==> src/rtl/seq_lock.sv <==
// seq_lock: sequence-entry lock for the board front panel.
// Synchronises and debounces a W-bit switch bank, turns each debounced
// press into a one-cycle token, and matches the tokens against the programmed
// sequence SEQ. After MAX_FAIL wrong tokens the lock goes into a timed lockout.
// Ports:
//   clk        system clock, rising edge
//   key        asynchronous active-low reset
//   sw         raw switch bank (asynchronous to clk)
//   led        01 entry/no progress, 10 entry/progress, 11 open, 00 lockout
//   progress   correct tokens accepted so far (N when open, 0 in lockout)
//   unlock     high while open
//   locked_out high while in lockout
module seq_lock #(
  parameter int             W              = 4,
  parameter int             N              = 4,
  parameter logic [N*W-1:0] SEQ            = {4'b1000, 4'b0100, 4'b0010, 4'b0001},
  parameter int             STABLE_CYCLES  = 1_000_000,
  parameter int             MAX_FAIL       = 3,
  parameter int             LOCKOUT_CYCLES = 50_000_000
) (
  input  logic                   clk,
  input  logic                   key,
  input  logic [W-1:0]           sw,
  output logic [1:0]             led,
  output logic [$clog2(N+1)-1:0] progress,
  output logic                   unlock,
  output logic                   locked_out
);

  localparam int CW = $clog2(STABLE_CYCLES);
  localparam int IW = $clog2(N);
  localparam int FW = $clog2(MAX_FAIL + 1);
  localparam int LW = $clog2(LOCKOUT_CYCLES + 1);
  localparam int PW = $clog2(N + 1);

  localparam logic [CW-1:0] CNT_MAX   = CW'(STABLE_CYCLES - 1);
  localparam logic [IW-1:0] IDX_LAST  = IW'(N - 1);
  localparam logic [FW-1:0] FAIL_LAST = FW'(MAX_FAIL - 1);
  localparam logic [LW-1:0] LOCK_LOAD = LW'(LOCKOUT_CYCLES - 1);

  typedef enum logic [1:0] {ST_ENTRY, ST_OPEN, ST_LOCKOUT} state_e;

  // ---------------- input path ----------------
  logic [W-1:0]  sw_meta_q, sw_sync_q, held_q;
  logic [CW-1:0] cnt_q;
  logic          armed_q;
  logic          stable, tok;

  // The counter saturates, so "stable" stays high while the value is held;
  // armed_q is what turns that level into a single token per press.
  assign stable = (cnt_q == CNT_MAX);
  assign tok    = stable && (held_q != '0) && armed_q;

  always_ff @(posedge clk or negedge key) begin
    if (!key) begin
      sw_meta_q <= '0;
      sw_sync_q <= '0;
      held_q    <= '0;
      cnt_q     <= '0;
      armed_q   <= 1'b0;
    end else begin
      sw_meta_q <= sw;
      sw_sync_q <= sw_meta_q;
      if (sw_sync_q != held_q) begin
        held_q <= sw_sync_q;
        cnt_q  <= '0;
      end else if (cnt_q != CNT_MAX) begin
        cnt_q <= cnt_q + 1'b1;
      end
      // A press consumes the arm; only a stable all-released bank re-arms.
      if (tok)                          armed_q <= 1'b0;
      else if (stable && held_q == '0)  armed_q <= 1'b1;
    end
  end

  // ---------------- sequence FSM ----------------
  state_e        state_q, state_d;
  logic [IW-1:0] idx_q, idx_d;
  logic [FW-1:0] fail_q, fail_d;
  logic [LW-1:0] lcnt_q, lcnt_d;

  always_ff @(posedge clk or negedge key) begin
    if (!key) begin
      state_q <= ST_ENTRY;
      idx_q   <= '0;
      fail_q  <= '0;
      lcnt_q  <= '0;
    end else begin
      state_q <= state_d;
      idx_q   <= idx_d;
      fail_q  <= fail_d;
      lcnt_q  <= lcnt_d;
    end
  end

  always_comb begin
    state_d = state_q;
    idx_d   = idx_q;
    fail_d  = fail_q;
    lcnt_d  = lcnt_q;
    case (state_q)
      ST_ENTRY: begin
        if (tok) begin
          if (held_q == SEQ[int'(idx_q)*W +: W]) begin
            if (idx_q == IDX_LAST) begin
              state_d = ST_OPEN;
              idx_d   = '0;
              fail_d  = '0;
            end else begin
              idx_d = idx_q + 1'b1;
            end
          end else begin
            // Wrong token restarts entry; it is not retried as the first entry.
            idx_d = '0;
            if (fail_q == FAIL_LAST) begin
              state_d = ST_LOCKOUT;
              fail_d  = '0;
              lcnt_d  = LOCK_LOAD;
            end else begin
              fail_d = fail_q + 1'b1;
            end
          end
        end
      end
      ST_OPEN: begin
        if (tok) begin
          state_d = ST_ENTRY;
          idx_d   = '0;
        end
      end
      ST_LOCKOUT: begin
        // Counts LOCKOUT_CYCLES-1 down to 0, so the state lasts exactly
        // LOCKOUT_CYCLES cycles; tokens are ignored throughout.
        if (lcnt_q == '0) begin
          state_d = ST_ENTRY;
          idx_d   = '0;
        end else begin
          lcnt_d = lcnt_q - 1'b1;
        end
      end
      default: begin
        state_d = ST_ENTRY;
        idx_d   = '0;
      end
    endcase
  end

  // ---------------- output decode ----------------
  always_comb begin
    led        = 2'b01;
    progress   = '0;
    unlock     = 1'b0;
    locked_out = 1'b0;
    case (state_q)
      ST_ENTRY: begin
        led      = (idx_q == '0) ? 2'b01 : 2'b10;
        progress = PW'(idx_q);
      end
      ST_OPEN: begin
        led      = 2'b11;
        progress = PW'(N);
        unlock   = 1'b1;
      end
      ST_LOCKOUT: begin
        led        = 2'b00;
        locked_out = 1'b1;
      end
      default: ;
    endcase
  end

endmodule
==> config.mk <==
export PLATFORM = sky130hd
export DESIGN_NAME = seq_lock
export DESIGN_NICKNAME = d
export VERILOG_FILES = /design/src/rtl/seq_lock.sv
export SDC_FILE = /design/constraint.sdc
export NUM_CORES = 1
export LEC_CHECK = 0
export BUFFER_PORTS_ARGS = -buffer_cell sky130_fd_sc_hd__buf_2
export CAP_MARGIN = 20
export CORE_MARGIN = 2
export CORE_UTILIZATION = 40
export CTS_CLUSTER_SIZE = 8
export DETAILED_ROUTE_END_ITERATION = 7
export PLACE_DENSITY = 0.61
export SKIP_CTS_REPAIR_TIMING = 1
export SLEW_MARGIN = 10
export SYNTH_ARGS = -nofsm -noshare
export SYNTH_HDL_FRONTEND = slang
export SYNTH_SLANG_ARGS = --single-unit
==> constraint.sdc <==
create_clock -name clk -period 3.45 [get_ports clk]
set_clock_uncertainty 0.1 [all_clocks]
set_input_delay 0.1725 -clock clk [delete_from_list [all_inputs] [get_ports clk]]
set_output_delay 0.1725 -clock clk [all_outputs]
set_load 0.005 [all_outputs]
# After elaboration in Yosys (flattened, before gate mapping)
# Cells that the tools add are included.
# W data, S select, Z words.
[op_classes] n_addsub=4 shifts=1 mux=28 reduce_logical=15 eq_ne=17
[ops] operator="$mux W26" count=4
[ops] operator="$pmux W26 S2" count=1
[ops] operator="$mux W20" count=2
[ops] operator="$logic_not A26 Y1" count=1
[ops] operator="$mux W2" count=13
[ops] operator="$sub A26 B1 Y26 const B" count=1
[ops] operator="$add A20 B1 Y20 const B" count=1
[ops] operator="$eq A20 B20 Y1 const B" count=1
[ops] operator="$ne A20 B20 Y1 const B" count=1
[ops] operator="$pmux W2 S3" count=3
[ops] operator="$shiftx A16 B5 Y4 const A" count=1
[ops] operator="$ne A2 B2 Y1 const B" count=6
[ops] operator="$reduce_and A5 Y1" count=2
[ops] operator="$eq A2 B2 Y1 const B" count=3
[ops] operator="$ne A3 B3 Y1 const B" count=2
[ops] operator="$pmux W3 S2" count=1
[ops] operator="$reduce_and A3 Y1" count=2
[ops] operator="$reduce_bool A2 Y1" count=3
[ops] operator="$add A2 B1 Y2 const B" count=2
[ops] operator="$eq A4 B4 Y1" count=1
[ops] operator="$logic_not A2 Y1" count=2
[ops] operator="$logic_not A4 Y1" count=1
[ops] operator="$mux W1" count=4
[ops] operator="$ne A4 B4 Y1" count=1
[ops] operator="4 further kinds" count=6
[totals] in_bits=6 out_inout_bits=7 regBits=65

# Logic depth before layout (Yosys ltp)
[logic_depth] depth_word=5 mapped_depth=9 ltp_nobuf=8

# Worst setup path before layout
# Ideal clock, no wire load.
[synth_path] path_type="flip-flop to flip-flop" start="register lcnt_q[0]" end="register lcnt_q[18]" arrival_time_ns=2.358 path_slack_ns=0.868 period_less_slack_ns=2.582 t_required_ns=3.226 path_stages_with_launch=8 n_path_buf=0 path_cell_list="dfrtp_1 > inv_1 > ha_1 > or3b_2 > nor4b_1 > nand3_1 > and3_1 > a211o_1"
[synth_between] elab_chain_len=3 word_cells_on_any_way=6 classes_between="add/sub (1); eq/ne (1); mux (2); reduce/logical (2)"
[synth_rtl] item="start, declared" line_no="80" text="logic [LW-1:0] lcnt_q, lcnt_d;"
[synth_rtl] item="start signal, assigned" line_no="92" text="lcnt_q <= lcnt_d;"
[synth_rtl] item="$sub A26 B1 Y26 or $logic_not A26 Y1 (tied branches)" line_no="138, 134"
[synth_rtl] item="$mux W26 or $ne A2 B2 Y1 (tied branches)"
[synth_rtl] item="$pmux W26 S2 or $reduce_and A5 Y1 (tied branches)"
# Several ways; a longest one is shown, not always the timed one. The select of a mux whose other input is x is not followed.
# A chain may end at the register's enable or synchronous reset.

# Final worst setup path
# Ends and elaborated chain as after synthesis.

==> flow_metrics.tcl <==
set metrics [dict create \
    synth_edf_count 0 \
    slew_headroom_pct 36.0 \
    dieArea_um2 8950 \
    rows 33 \
    criticalPathCategory "flip-flop to flip-flop" \
    core_area_um2 8090 \
    final-hold-violation-count 0 \
    clockBufferDepth 2 \
    antenna_cells 0 \
    drc 0 \
    synth_ff_type "dfrtp_1" \
    cp_slowest_cell "nor4b_1" \
    netlist_area_um2 3280 \
    max_stage_delay_ns 0.81 \
    grt_start_max_net_pins 42 \
    maxSlewViolCount 0 \
    gp_congestion 0.813 \
    die_w_um 94.6 \
    area_growth_pct 13.4 \
    start_util_pct 40.6 \
    cp-end-kind "flip-flop" \
    ys_seq_area_share_pct 49.5 \
    syn_nets 349 \
    ir_drop_v 0.000301 \
    insertion_delay_ns 0.34 \
    drive_gt1_share_pct 12.0 \
    worst_pin_slew_ns 0.959 \
    detailed_place_hpwl_um 4680 \
    arrival_ns 3.03 \
    wl_um 7010 \
    wl_per_cell_um 14.8 \
    synth_cells 337 \
    ios 13 \
    grt.total_usage_pct 16.9 \
    drtPass1Iterations 4 \
    synth_cell_types 48 \
    tns_ns 0 \
    nets 374 \
    ys_seq_elements 65 \
    placement.io_buffers 12 \
    async_flop_share_pct 100 \
    cts_htree_levels 3 \
    fmax_mhz 345 \
    maxCapViolCount 0 \
    final_cell_mix "65 x dfrtp_1, 37 x nor2_1, 22 x nor3_1, 20 x nand2_1, 18 x nand3_1" \
    power_density_nw_per_um2 377 \
    cp.required_ns 3.58 \
    status "finished clean" \
    vias 2569 \
    path_buf_inv 1 \
    vias_per_cell 5.44 \
    cp_cell_sequence "inv_1, ha_1, or3b_2, nor4b_1, nand3_1, and3_1, a211o_1" \
    clockRootBuffer "clkbuf_8" \
    rsz0062_at_grt "false" \
    yosys.area.top_type "dfrtp_1" \
    layout_min_cycle_time_ns 2.89 \
    drt_iter0_drc 119 \
    die_y_um 94.6 \
    start_kind "flip-flop" \
    ant_nets 0 \
    cts_sinks 65 \
    synthTopCellsByArea "dfrtp_1 50%, nor2_1 4.2%, xor2_1 4.0%" \
    ys_warn_count 0 \
    postSynthAreaPerCell_um2 9.75 \
    numCtsBuffers 9 \
    clk_pin_slew_ns 0.08 \
    antenna_found_initial 0 \
    leakage_uw 0.00173 \
    grt_pass1_wl_um 11800 \
    final_common_cell "dfrtp_1" \
    hold_class "flip-flop to flip-flop" \
    grt_pass1_vias 2426 \
    yosysTopAreaCellShare_pct 49.5 \
    timing.final.crit_share_pct 83.9 \
    crit_family "simple AND/OR/NAND/NOR gates" \
    cts_tree "built" \
    crit_fanout 6 \
    post-route-util_pct 46.0 \
    setup_viol 0 \
    grt_overflow 0 \
]
[cell usage after synthesis, types with 3 or more instances]
cell / instances
a211o_1: 5
xnor2_1: 11
o21a_1: 4
or3_1: 9
a21oi_1: 7
a21o_1: 3
nor2_1: 37
xor2_1: 15
and3_1: 9
nor4b_1: 3
nand3_1: 18
inv_1: 11
nand4_1: 5
nor4_1: 4
o21ai_0: 13
or4_1: 7
a31oi_1: 9
dfrtp_1: 65
o211a_1: 3
nand2_1: 20
o41ai_1: 3
nor3_1: 22
o21bai_1: 3
clkbuf_1: 11
o31ai_1: 9
ha_1: 6
[metrics by stage]
step                std cells  setup slack (ns)  power (µW)  hold slack (ns)  instance area (µm²)
global placement          451             0.714         823            0.182                 3500
CTS                       467             0.613        1420           -0.181                 3680
detailed placement        451             0.622         824            0.182                 3500
global route              472             0.399        1470            0.258                 3730
floorplan                 337             0.868         801           -0.223                 3280
finish                    472             0.555        1400            0.252                 3730
[state kept, by name, indices dropped and copies added, names as in the netlist]
signal / cells
state_q: 2
sw_sync_q: 4
cnt_q: 20
armed_q: 1
fail_q: 2
lcnt_q: 26
sw_meta_q: 4
idx_q: 2
held_q: 4
[routing by layer]
layer	vias up	wire [µm]	global-route usage (%)
met5	-	0	0
met4	0	95	4.35
met3	11	260	4.63
met2	45	3210	25.2
met1	1227	3440	24.2
li1	1286	-	-
[report_power, final]
part           total [µW]  switching [µW]  internal (µW)
registers             775            5.66            769
logic                37.4            23.6           13.7
clock network         592             311            281
[area by class of cell]
type | instances | area, µm²
timing repair buffer | 29 | 200
tap | 105 | 131
clock inverter | 6 | 42.5
fill | 801 | 4370
sequential | 65 | 1630
multi-input combinational | 245 | 1540
inverter | 12 | 45.0
clock buffer | 10 | 138
[worst paths after layout]
check,to,from,depth (start not counted),slack (ns)
max in group asynchronous,held_q[1]$_DFFE_PN0N_,key,3,2.09
worst max-delay path,lcnt_q[18]$_DFFE_PN0P_,lcnt_q[0]$_DFFE_PN0P_,7,0.56
worst max register to register,lcnt_q[18]$_DFFE_PN0P_,lcnt_q[0]$_DFFE_PN0P_,7,0.56
worst min-delay path,sw_sync_q[1]$_DFF_PN0_,sw_meta_q[1]$_DFF_PN0_,0,0.25
worst min register to register,sw_sync_q[1]$_DFF_PN0_,sw_meta_q[1]$_DFF_PN0_,0,0.25
min in group asynchronous,lcnt_q[5]$_DFFE_PN0P_,key,2,0.42
[cells by family after synthesis]
| family | after synthesis | synth area share (%) |
|---|---|---|
| adders and majority gates | 6 | 2.29 |
| muxes | 1 | 0.305 |
| DFF | 65 | 49.5 |
| and+or+nand+nor | 142 | 22.2 |
| buffers and inverters | 27 | 3.50 |
| xor gates and xnor gates | 26 | 6.93 |
| AOI/OAI and AO/OA | 70 | 15.3 |
(Power assumes the default switching activity.)
